===== src/rtl/shift_seq_pkg.sv =====
// Shared types and constants for the multi-pass shift sequencer.
package shift_seq_pkg;

    localparam int unsigned SEQ_WIDTH  = 4;
    localparam int unsigned SEQ_PASS_W = 2;
    localparam int unsigned SEQ_AMT_W  = 4;

    localparam logic DIR_LEFT   = 1'b0;
    localparam logic DIR_RIGHT  = 1'b1;
    localparam logic MODE_LOGIC = 1'b0;
    localparam logic MODE_ROT   = 1'b1;

    typedef enum logic [1:0] {
        IDLE = 2'd0,
        RUN  = 2'd1,
        DONE = 2'd2
    } state_e;

    // Largest shift a single datapath pass can apply.
    function automatic int unsigned step_max(input int unsigned pass_w);
        return (32'd1 << pass_w) - 32'd1;
    endfunction

    localparam int unsigned STEP_MAX = step_max(SEQ_PASS_W);

endpackage


===== src/rtl/shift_pass.sv =====
// Single combinational shift/rotate pass bounded to the per-pass range.
module shift_pass
    import shift_seq_pkg::*;
#(
    parameter int unsigned WIDTH  = SEQ_WIDTH,
    parameter int unsigned PASS_W = SEQ_PASS_W
) (
    input  logic [WIDTH-1:0]  data_i,
    input  logic [PASS_W-1:0] amt_i,
    input  logic              dir_i,
    input  logic              rot_i,
    output logic [WIDTH-1:0]  result_c
);

    logic [WIDTH-1:0] shl;
    logic [WIDTH-1:0] shr;
    logic [WIDTH-1:0] wrap_l;
    logic [WIDTH-1:0] wrap_r;

    // Wrap terms supply the bits a rotate brings back in; a shift by WIDTH yields 0.
    always_comb begin
        shl    = data_i << amt_i;
        shr    = data_i >> amt_i;
        wrap_l = data_i >> (WIDTH - 32'(amt_i));
        wrap_r = data_i << (WIDTH - 32'(amt_i));
        result_c = '0;
        if (dir_i == DIR_LEFT) begin
            result_c = (rot_i == MODE_ROT) ? (shl | wrap_l) : shl;
        end else begin
            result_c = (rot_i == MODE_ROT) ? (shr | wrap_r) : shr;
        end
    end

endmodule


===== src/rtl/shift_pass_sequencer.sv =====
// Breaks a wide shift command into bounded single-cycle passes and
// presents the registered result on a valid/ready output.
module shift_pass_sequencer
    import shift_seq_pkg::*;
#(
    parameter int unsigned WIDTH  = SEQ_WIDTH,
    parameter int unsigned PASS_W = SEQ_PASS_W,
    parameter int unsigned AMT_W  = SEQ_AMT_W
) (
    input  logic             clk,
    input  logic             rst_n,
    input  logic             in_valid,
    output logic             in_ready,
    input  logic [WIDTH-1:0] in_data,
    input  logic [AMT_W-1:0] in_amt,
    input  logic             in_dir,
    input  logic             in_rot,
    output logic             out_valid,
    input  logic             out_ready,
    output logic [WIDTH-1:0] out_data,
    output logic [AMT_W-1:0] out_passes,
    output logic             busy
);

    localparam int unsigned STEP_LIM = step_max(PASS_W);

    state_e           state_q, state_d;
    logic [WIDTH-1:0] data_q, data_d;
    logic [AMT_W-1:0] rem_q, rem_d;
    logic [AMT_W-1:0] passes_q, passes_d;
    logic             dir_q, dir_d;
    logic             rot_q, rot_d;
    logic [WIDTH-1:0] out_data_q, out_data_d;
    logic [AMT_W-1:0] out_passes_q, out_passes_d;
    logic             out_valid_q, out_valid_d;
    logic             in_ready_q, in_ready_d;
    logic             busy_q, busy_d;

    logic [PASS_W-1:0] step_c;
    logic [AMT_W-1:0]  rem_next_c;
    logic [WIDTH-1:0]  pass_data_c;

    assign step_c     = (rem_q > AMT_W'(STEP_LIM)) ? PASS_W'(STEP_LIM) : PASS_W'(rem_q);
    assign rem_next_c = rem_q - AMT_W'(step_c);

    shift_pass #(
        .WIDTH  (WIDTH),
        .PASS_W (PASS_W)
    ) u_pass (
        .data_i   (data_q),
        .amt_i    (step_c),
        .dir_i    (dir_q),
        .rot_i    (rot_q),
        .result_c (pass_data_c)
    );

    always_ff @(posedge clk or negedge rst_n) begin
        if (!rst_n) begin
            state_q      <= IDLE;
            data_q       <= '0;
            rem_q        <= '0;
            passes_q     <= '0;
            dir_q        <= 1'b0;
            rot_q        <= 1'b0;
            out_data_q   <= '0;
            out_passes_q <= '0;
            out_valid_q  <= 1'b0;
            in_ready_q   <= 1'b1;
            busy_q       <= 1'b0;
        end else begin
            state_q      <= state_d;
            data_q       <= data_d;
            rem_q        <= rem_d;
            passes_q     <= passes_d;
            dir_q        <= dir_d;
            rot_q        <= rot_d;
            out_data_q   <= out_data_d;
            out_passes_q <= out_passes_d;
            out_valid_q  <= out_valid_d;
            in_ready_q   <= in_ready_d;
            busy_q       <= busy_d;
        end
    end

    // Result registers load only on entry to DONE so they hold elsewhere.
    always_comb begin
        state_d      = state_q;
        data_d       = data_q;
        rem_d        = rem_q;
        passes_d     = passes_q;
        dir_d        = dir_q;
        rot_d        = rot_q;
        out_data_d   = out_data_q;
        out_passes_d = out_passes_q;

        case (state_q)
            IDLE: begin
                if (in_valid) begin
                    data_d   = in_data;
                    dir_d    = in_dir;
                    rot_d    = in_rot;
                    rem_d    = in_amt;
                    passes_d = '0;
                    if (in_amt == '0) begin
                        state_d      = DONE;
                        out_data_d   = in_data;
                        out_passes_d = '0;
                    end else begin
                        state_d = RUN;
                    end
                end
            end
            RUN: begin
                data_d   = pass_data_c;
                rem_d    = rem_next_c;
                passes_d = passes_q + AMT_W'(1);
                if (rem_next_c == '0) begin
                    state_d      = DONE;
                    out_data_d   = pass_data_c;
                    out_passes_d = passes_q + AMT_W'(1);
                end
            end
            DONE: begin
                if (out_ready) begin
                    state_d = IDLE;
                end
            end
            default: begin
                state_d = IDLE;
            end
        endcase

        in_ready_d  = (state_d == IDLE);
        busy_d      = (state_d != IDLE);
        out_valid_d = (state_d == DONE);
    end

    assign in_ready   = in_ready_q;
    assign busy       = busy_q;
    assign out_valid  = out_valid_q;
    assign out_data   = out_data_q;
    assign out_passes = out_passes_q;

endmodule


===== config.mk =====
export PLATFORM = sky130hd
export DESIGN_NAME = shift_pass_sequencer
export DESIGN_NICKNAME = d
export VERILOG_FILES = /design/src/rtl/shift_seq_pkg.sv /design/src/rtl/shift_pass.sv /design/src/rtl/shift_pass_sequencer.sv
export SDC_FILE = /design/constraint.sdc
export NUM_CORES = 1
export LEC_CHECK = 0
export BUFFER_PORTS_ARGS = -buffer_cell sky130_fd_sc_hd__buf_2
export CAP_MARGIN = 15
export CELL_PAD_IN_SITES_DETAIL_PLACEMENT = 0
export CELL_PAD_IN_SITES_GLOBAL_PLACEMENT = 1
export CORE_UTILIZATION = 38
export CTS_BUF_LIST = sky130_fd_sc_hd__clkbuf_4 sky130_fd_sc_hd__clkbuf_8 sky130_fd_sc_hd__clkbuf_16
export DETAILED_ROUTE_END_ITERATION = 8
export MAX_ROUTING_LAYER = met4
export PLACE_DENSITY = 0.83
export SYNTH_ARGS = -nofsm -noshare
export SYNTH_HDL_FRONTEND = slang
export SYNTH_SLANG_ARGS = --single-unit

===== constraint.sdc =====
create_clock -name clk -period 2.75 [get_ports clk]
set_input_delay 0.275 -clock clk [delete_from_list [all_inputs] [get_ports clk]]
set_output_delay 0.275 -clock clk [all_outputs]
set_load 0.005 [all_outputs]

==> results of run 1 <==
==> critical path, stage by stage (launching register included) <==
cell       delay (ns)
dfrtp_2          0.46
or3_1            0.43
inv_1            0.09
ha_1             0.25
or3b_2           0.56
a211oi_2         0.28
a2111oi_2        0.09
nor3_1           0.24
a311o_1          0.15
==> report_power, final <==
part | total, mW | switching [mW] | leakage, nW | internal [mW]
Sequential | 0.779 | 0.201 | 0.333 | 0.579
Combinational | 1.42 | 0.757 | 0.523 | 0.663
Clock | 0.235 | 0.132 | 0.0217 | 0.103
==> layer usage <==
metal  GRT usage, %  vias up
li1               -      760
met1          28.97      736
met2          32.48       50
met3          2.138        2
met4          5.357        0
met5              -        -
==> kinds of logic (layout without fill, tap and decap cells) <==
group / after synthesis / count (layout) / synth area share, %
compound gates: 66 / 66 / 25.87
buf+inv: 22 / 49 / 5.395
mux: 9 / 9 / 5.839
simple gates: 62 / 62 / 20.18
fa+ha+maj: 3 / 3 / 2.218
flops: 27 / 27 / 39.99
xor+xnor: 1 / 1 / 0.5175
==> through the flow <==
stage / instance area [um^2] / hold WS (ns) / utilization [%] / setup slack, ns
2_1_floorplan: 1693 / -0.02059 / - / 0.1065
3_3_place_gp: 1912 / 0.3273 / 46.14 / 0.1661
3_5_place_dp: 1912 / 0.3212 / 46.14 / 0.1154
4_1_cts: 1961 / 0.01784 / 47.31 / 0.08819
5_1_grt: 1967 / 0.03726 / 47.46 / 0.0001712
6_report: 1967 / 0.001753 / 47.46 / 0.1584
==> cell usage after synthesis, drive strengths merged, types with 2 or more instances <==
library cell,number,share of area (%)
mux2,7,4.7
nor2b,4,1.5
and2,3,1.1
nand2b,6,2.2
dfrtp,26,38
nand2,10,2.2
nor2,8,1.8
ha,3,2.2
a32o,2,1.2
a22oi,3,1.3
clkbuf,12,2.7
o22ai,2,0.74
or3,2,0.74
mux2i,2,1.2
a211oi,4,1.8
a21o,2,0.89
buf,2,0.96
o211ai,2,0.89
inv,8,1.8
a21boi,2,0.89
nand3,12,3.5
nor3,5,1.5
a22o,2,1.0
o21ai,19,5.6
o31ai,3,1.3
or2,2,0.74
a21oi,14,4.1
==> layout by cell type, fill, tap and decap left out, types with 3 or more instances in the layout <==
cell type,Yosys,layout
dfrtp_1,26,25
buf_2,1,24
o21ai_0,19,19
a21oi_1,14,14
buf_4,0,13
nand3_1,12,12
nand2_1,10,10
nor2_1,8,8
inv_1,8,8
mux2_2,7,7
nand2b_1,6,6
nor3_1,5,5
nor2b_1,4,4
and2_1,3,3
o31ai_1,3,3
a22oi_1,3,3
a211oi_1,4,3
ha_1,3,3
clkbuf_8,0,3
==> final cells by class <==
class	count	area share [%]
well taps	50	3.181
clock inverters	1	0.3817
flip-flops and latches	27	34.48
inverters	8	1.527
multi-input cells	141	47.26
repair buffers	37	11.07
clock buffers	3	2.099
==> state kept, by name, indices dropped and copies added, names as in the netlist <==
signal and cells:
passes_q 4, busy 1, out_data 4, rem_q 4, rot_q 1, dir_q 1, state_q 2, out_valid 1
out_passes 4, data_q 4, in_ready 1
==> worst min-delay path by stage <==
stage | start | endpoint | slack, ns | cells past startpoint
global placement | rst_n | dir_q$_DFFE_PN0P_ | 0.33 | 1
floorplan | rst_n | busy$_DFF_PN0_ | -0.02 | 0
global route | rst_n | rem_q[0]$_DFFE_PN0P_ | 0.04 | 1
detailed placement | rst_n | dir_q$_DFFE_PN0P_ | 0.32 | 1
CTS | rst_n | rem_q[2]$_DFFE_PN0P_ | 0.02 | 1
finish | rst_n | dir_q$_DFFE_PN0P_ | 0.002 | 1
==> timing repair <==
action	4_1_cts	5_1_grt
hold buffers	0	0
resized for setup	0	2
endpoints found under the setup margin	0	1
==> run_results.csv, run 1 <==
group,metric,value,unit
run_status,status,"complete, no violations",
synthesis,ys.flop_type,"dfrtp_1",
floorplan,start_util,40.85,%
critical_path,arrival,2.81,ns
synthesis,ys_seq_area_share,39.99,%
synthesis,async_flop_share,100.0,%
critical_path,worst-path-max-fanout,8,
clock_tree,clkTransAtPathRegs,0.10,ns
clock_tree,insertion_delay,0.27,ns
synthesis,syn_nets,207,
timing,rsz0062_at_grt,"no",
clock_tree,cts.sinks,27,
pwr,p_leak,0.8775,nW
pwr,peakVddDrop,0.4845,mV
synthesis,synth_edf_count,0,
floorplan,pin_count,25,
drt,wl_per_cell,15.61,um
drt,drt_first_iter_violations,89,
synthesis,syn_inst,190,
critical_path,setup.worst_path.start,"rem_q[2]$_DFFE_PN0P_",
global_route,grt.total_usage,20.82,%
final_layout,multi_input_area,929.6,um^2
global_route,grt_pass1_wl,7.079,mm
place,port_buffers,24,
clock_tree,htree_levels,1,
drt,dr.pass1.iters,4,
critical_path,endpoint,"out_data[0]$_DFFE_PN0P_",
drt,dr_wl_met2,1.967,mm
timing,setup_violations,0,
global_route,antenna_found_initial,0,
min_path,hold_class,"in -> async",
clock_tree,cts_buffer_depth,2,
synthesis,yosys_register_bits,27,
pwr,total_power,2.433,mW
timing,slew_headroom,53.90,%
drt,routed_wl,4.167,mm
critical_path,cp-end-kind,"flop",
clock_tree,cts_made_buffers,3,
critical_path,critPathKind,"reg -> reg",
drt,top_layer_used,"met4",
timing,drv_slew,0,
flow_run,cap_violations,0,
place,dp_hpwl,3.025,mm
critical_path,reg2reg_to,"out_data[0]$_DFFE_PN0P_",
drt,wl_met3,183,um
synthesis,synth_warnings,0,
critical_path,worstRegToRegCells,8,
timing,finalHoldViolCount,0,
final_layout,drive_gt1_share,25.81,%
critical_path,critPathLaunchType,"flop",
final_layout,fin_cells,267,
final_layout,syn_to_final_growth,16.19,%
floorplan,die-height,68.75,um
drt,drc_errors,0,
floorplan,die_w,68.75,um
timing,tns,0,ns
drt,routed_via_density,5.798,
synthesis,syn_area_per_cell,8.910,um^2
final_layout,regArea,678.2,um^2
clock_tree,post-cts-setup-buffer-count,0,
floorplan,core,4144,um^2
floorplan,rows,23,
global_route,grt_max_degree,28,
floorplan,die_area,4726,um^2
critical_path,r2r_setup_slack,0.16,ns
clock_tree,clockRootBuffer,"clkbuf_8",
timing,fmax,0.3859,GHz
global_route,grt_overflow,0,
timing,period_share,94.24,%
pwr,powerDensity,1237,nW/um^2
synthesis,synthesis.area,1693,um^2
final_layout,nets,235,
final_layout,num_antenna_cells,0,
timing,period_minus_slack,2.592,ns
global_route,grt_pass1_vias,1443,
synthesis,ys_types,51,
clock_tree,cts_tree,"done",
critical_path,reg2reg_from,"rem_q[2]$_DFFE_PN0P_",
timing,fin_skew,0.002784,ns
timing,worst_pin_slew,0.6842,ns
place,gp_congestion,0.8242,
drt,postRouteAntennaNets,0,
place,dp.cells,263,
drt,vias,1548,
drt,drt-met1-wl,1.989,mm
final_layout,fillers,430,
critical_path,cp.required,2.97,ns
Note: power is estimated with default switching activity, not from simulation.
==> run 2, diff against run 1 <==
--- a/config.mk
+++ b/config.mk
@@ -14,6 +14,7 @@
 export DETAILED_ROUTE_END_ITERATION = 8
 export MAX_ROUTING_LAYER = met4
 export PLACE_DENSITY = 0.83
+export RECOVER_POWER = 50
 export SYNTH_ARGS = -nofsm -noshare
 export SYNTH_HDL_FRONTEND = slang
 export SYNTH_SLANG_ARGS = --single-unit
==> constraint.sdc (replaced) <==
create_clock -name clk -period 2.2 [get_ports clk]
set_input_delay 0.22 -clock clk [delete_from_list [all_inputs] [get_ports clk]]
set_output_delay 0.22 -clock clk [all_outputs]
set_load 0.005 [all_outputs]
==> run_results.csv, run 2 (synthesized netlist as in run 1, its figures left out) <==
group,metric,value,unit
critical_path,endpoint,"data_q[0]$_DFFE_PN0P_",
flow_run,cap_violations,0,
global_route,grt.total_usage,23.30,%
critical_path,critPathKind,"reg -> reg",
timing,finalHoldViolCount,0,
final_layout,layout_common_cells,"36 x buf_4, 26 x dfrtp_1, 20 x buf_2",
floorplan,pin_count,25,
drt,routed_wl,4.839,mm
timing,worst_pin_slew,1.484,ns
global_route,grt_overflow,0,
global_route,grt_pass1_wl,7.831,mm
clock_tree,htree_levels,1,
final_layout,drive_gt1_share,38.78,%
critical_path,cp.required,2.41,ns
clock_tree,insertion_delay,0.28,ns
clock_tree,cts.sinks,27,
pwr,total_power,3.845,mW
critical_path,crit_family,"simple AND/OR/NAND/NOR gates",
drt,drc_errors,0,
timing,fmax,0.4186,GHz
critical_path,cp_cell_sequence,"buf_4, or3_4, inv_4, ha_4, or3b_4, a211oi_4, a2111oi_4, nor3_1, a221o_1",
final_layout,fillers,384,
critical_path,max_stage_delay,0.44,ns
final_layout,fin_area,2310,um^2
clock_tree,cts_made_buffers,3,
critical_path,setup.worst_path.start,"rem_q[1]$_DFFE_PN0P_",
pwr,peakVddDrop,0.7790,mV
drt,postRouteAntennaNets,0,
clock_tree,clkTransAtPathRegs,0.10,ns
clock_tree,cts_tree,"done",
global_route,antenna_found_initial,0,
drt,dr.pass1.iters,4,
drt,routed_via_density,5.725,
timing,period_share,108.6,%
critical_path,r2r_setup_slack,-0.19,ns
drt,drt_first_iter_violations,102,
final_layout,final_common_cell,"buf_4",
pwr,p_leak,1.030,nW
final_layout,syn_to_final_growth,36.44,%
floorplan,start_util,40.85,%
timing,rsz0062_at_grt,"yes",
critical_path,reg2reg_to,"data_q[0]$_DFFE_PN0P_",
place,dp_hpwl,3.315,mm
floorplan,die-height,68.75,um
timing,fin_skew,0.004770,ns
run_status,violations,"setup timing",
final_layout,final_util,55.74,%
critical_path,cp.depth,9,
min_path,hold_class,"in -> reg",
floorplan,die_area,4726,um^2
final_layout,num_antenna_cells,0,
floorplan,core,4144,um^2
critical_path,worst-path-max-fanout,6,
place,gp_congestion,1.066,
timing,worst_slack,-0.1887,ns
timing,setup_violations,7,
drt,vias,1689,
timing,period_minus_slack,2.389,ns
place,dpl_worst_slack,-0.1378,ns
critical_path,cp_num_buf_inv,2,
pwr,powerDensity,1664,nW/um^2
timing,drv_slew,0,
place,placed_cell_area,2105,um^2
final_layout,nets,263,
floorplan,rows,23,
floorplan,die_w,68.75,um
critical_path,worstRegToRegCells,9,
drt,wl_per_cell,16.40,um
critical_path,cp_slowest_cell,"or3b_4",
critical_path,cp-end-kind,"flop",
clock_tree,cts_buffer_depth,2,
run_status,status,"finished, violations left",
clock_tree,clockRootBuffer,"clkbuf_8",
critical_path,reg2reg_from,"rem_q[1]$_DFFE_PN0P_",
critical_path,critPathLaunchType,"flop",
place,port_buffers,24,
global_route,grt_max_degree,28,
global_route,grt_pass1_vias,1610,
critical_path,arrival,2.60,ns
timing,slew_headroom,1.063,%
-- run 2: worst min path at each step --
stage | to | cells past startpoint | from
finish | dir_q$_DFFE_PN0P_ | 2 | in_dir
global route | dir_q$_DFFE_PN0P_ | 2 | in_dir
CTS | rot_q$_DFFE_PN0P_ | 2 | in_rot
detailed placement | dir_q$_DFFE_PN0P_ | 1 | rst_n
global placement | dir_q$_DFFE_PN0P_ | 1 | rst_n
floorplan | busy$_DFF_PN0_ | 0 | rst_n
-- run 2: area by class of cell --
type,instances,area [um^2],area share [%]
multi-input combinational,141,1049,45.40
timing repair buffer,65,440.4,19.07
sequential,27,676.9,29.31
tap,50,62.56,2.709
clock buffer,3,41.29,1.788
inverter,8,35.03,1.517
clock inverter,1,5.005,0.2167
-- run 2: through the flow --
| stage | setup TNS, ns | instances | hold WS (ns) |
|---|---|---|---|
| floorplan | -0.09580 | 190 | -0.07559 |
| global placement | -0.1543 | 284 | 0.2724 |
| detailed placement | -0.5708 | 284 | 0.2739 |
| CTS | -0.3433 | 293 | 0.1713 |
| global route | -1.650 | 295 | 0.1789 |
| finish | -0.5735 | 295 | 0.1728 |
-- run 2: power breakdown --
part	internal (mW)	switching, mW	leakage [nW]	total, mW
logic	1.34	1.26	0.671	2.59
clock network	0.127	0.162	0.0255	0.289
registers	0.721	0.241	0.334	0.962
-- run 2: layer usage --
metal / vias up / share of wire (%) / GRT usage [%]
met5: - / 0 / -
met4: 0 / 2.3 / 8.673
met3: 11 / 3.5 / 2.138
met2: 46 / 49 / 37.25
met1: 819 / 46 / 30.75
li1: 813 / - / -
-- run 2: timing repair --
item | CTS | global route
cloned | 0 | 0
hold buffers | 1 | 0
hold endpoints to repair | 26 | 0
setup buffers | 4 | 2
pin swaps | 5 | 6
setup endpoints to repair | 11 | 12
resized for setup | 11 | 11
==> run 3, diff against run 2 <==
--- a/config.mk
+++ b/config.mk
@@ -9,6 +9,7 @@
 export CAP_MARGIN = 15
 export CELL_PAD_IN_SITES_DETAIL_PLACEMENT = 0
 export CELL_PAD_IN_SITES_GLOBAL_PLACEMENT = 1
+export CORE_MARGIN = 3
 export CORE_UTILIZATION = 38
 export CTS_BUF_LIST = sky130_fd_sc_hd__clkbuf_4 sky130_fd_sc_hd__clkbuf_8 sky130_fd_sc_hd__clkbuf_16
 export DETAILED_ROUTE_END_ITERATION = 8
==> run_results.csv, run 3 (synthesized netlist as in run 1, its figures left out) <==
group,metric,value,unit
place,placed_cell_area,2090,um^2
drt,postRouteAntennaNets,0,
timing,fmax,0.4285,GHz
timing,fin_skew,0.003687,ns
place,port_buffers,24,
clock_tree,insertion_delay,0.27,ns
critical_path,worstRegToRegCells,9,
final_layout,layout_common_cells,"31 x buf_4, 26 x dfrtp_1, 23 x buf_2",
drt,dr.pass1.iters,4,
critical_path,cp.required,2.41,ns
run_status,status,"finished, violations left",
final_layout,nets,257,
floorplan,start_util,40.85,%
floorplan,die-height,72.75,um
timing,worst_pin_slew,1.551,ns
drt,vias,1654,
global_route,antenna_found_initial,0,
timing,rsz0062_at_grt,"yes",
clock_tree,cts_made_buffers,3,
final_layout,fin_area,2297,um^2
global_route,grt_max_degree,28,
floorplan,pin_count,25,
timing,slew_headroom,-3.377,%
clock_tree,cts_buffer_depth,2,
timing,setup_violations,7,
pwr,total_power,3.788,mW
timing,period_minus_slack,2.333,ns
critical_path,cp.depth,9,
global_route,grt.total_usage,19.90,%
place,dp_hpwl,3.339,mm
critical_path,cp-end-kind,"flop",
clock_tree,clkTransAtPathRegs,0.10,ns
global_route,grt_overflow,0,
critical_path,crit_family,"simple AND/OR/NAND/NOR gates",
place,gp_congestion,0.9128,
critical_path,critPathKind,"reg -> reg",
final_layout,num_antenna_cells,0,
critical_path,cp_slowest_cell,"or3b_4",
clock_tree,htree_levels,1,
min_path,hold_start,"in_dir",
clock_tree,cts_tree,"done",
drt,drc_errors,0,
global_route,grt_pass1_wl,8.079,mm
floorplan,rows,23,
critical_path,worst-path-max-fanout,6,
drt,routed_wl,4.760,mm
critical_path,critPathLaunchType,"flop",
final_layout,syn_to_final_growth,35.70,%
global_route,grt_pass1_vias,1637,
critical_path,reg2reg_to,"out_data[0]$_DFFE_PN0P_",
final_layout,final_util,55.43,%
final_layout,drive_gt1_share,40.59,%
drt,drt_first_iter_violations,117,
critical_path,cp_cell_sequence,"buf_6, or3_4, inv_4, ha_4, or3b_4, a211oi_4, a2111oi_4, nor3_1, a311o_1",
pwr,peakVddDrop,0.7666,mV
min_path,holdPathStages,2,
floorplan,die_w,72.75,um
critical_path,arrival,2.55,ns
critical_path,cp_num_buf_inv,2,
critical_path,max_stage_delay,0.44,ns
min_path,hold_class,"in -> reg",
drt,wl_per_cell,16.47,um
floorplan,die_area,5292,um^2
timing,finalHoldViolCount,0,
drt,routed_via_density,5.723,
clock_tree,cts.sinks,27,
timing,drv_slew,28,
run_status,violations,"capacitance limit, slew limit, setup timing",
final_layout,fillers,385,
clock_tree,clockRootBuffer,"clkbuf_8",
floorplan,core,4144,um^2
min_path,hold_end,"dir_q$_DFFE_PN0P_",
pwr,p_leak,1.010,nW
flow_run,cap_violations,1,
critical_path,r2r_setup_slack,-0.13,ns
timing,worst_slack,-0.1335,ns
pwr,powerDensity,1649,nW/um^2
final_layout,final_common_cell,"buf_4",
critical_path,reg2reg_from,"rem_q[3]$_DFFE_PN0P_",
timing,period_share,106.1,%
[run 3: timing repair]
| item | 4_1_cts | 5_1_grt |
|---|---|---|
| setup endpoints to repair | 12 | 12 |
| pin swaps | 4 | 4 |
| resized for setup | 15 | 15 |
| hold buffers | 1 | 0 |
| hold endpoints to repair | 26 | 0 |
| buffers inserted | 2 | 0 |
[run 3: final cells by class]
| cell class | instances | area (um^2) | share of cell area [%] |
|---|---|---|---|
| Sequential cell | 27 | 676.9 | 29.47 |
| Clock inverter | 1 | 7.507 | 0.3268 |
| Multi-Input combinational cell | 141 | 1079 | 46.95 |
| Timing Repair Buffer | 59 | 395.4 | 17.21 |
| Tap cell | 50 | 62.56 | 2.723 |
| Clock buffer | 3 | 41.29 | 1.797 |
| Inverter | 8 | 35.03 | 1.525 |
[run 3: metrics by stage]
step / std cells / worst slack [ns] / setup TNS [ns] / hold WS [ns]
2_1_floorplan: 190 / -0.04287 / -0.09580 / -0.07559
3_3_place_gp: 282 / -0.1412 / -0.6862 / 0.2711
3_5_place_dp: 282 / -0.1660 / -0.8223 / 0.2746
4_1_cts: 289 / -0.1233 / -0.3418 / 0.1691
5_1_grt: 289 / -0.2143 / -1.326 / 0.1737
6_report: 289 / -0.1335 / -0.4763 / 0.1721
[run 3: power breakdown]
group / switching (mW) / internal (mW)
registers: 0.234 / 0.721
logic: 1.26 / 1.29
clock network: 0.160 / 0.129
total: 1.65 / 2.14
[run 3: how the worst max path moves through the flow]
stage                               startpoint  slack [ns]                 endpoint
after global placement    rem_q[3]$_DFFE_PN0P_       -0.14    data_q[0]$_DFFE_PN0P_
after floorplan           rem_q[1]$_DFFE_PN0P_       -0.04  out_data[0]$_DFFE_PN0P_
final                     rem_q[3]$_DFFE_PN0P_       -0.13  out_data[0]$_DFFE_PN0P_
after detailed placement  rem_q[3]$_DFFE_PN0P_       -0.17    data_q[0]$_DFFE_PN0P_
after CTS                 rem_q[3]$_DFFE_PN0P_       -0.12    data_q[0]$_DFFE_PN0P_
after global routing      rem_q[2]$_DFFE_PN0P_       -0.21  out_data[0]$_DFFE_PN0P_
[run 3: metal layers]
metal / track usage (%) / part of all wire [%] / vias to the layer above
li1: - / - / 804
met1: 26.34 / 45 / 787
met2: 31.46 / 48 / 53
met3: 2.755 / 5.1 / 10
met4: 6.557 / 1.7 / 0
met5: - / 0 / -
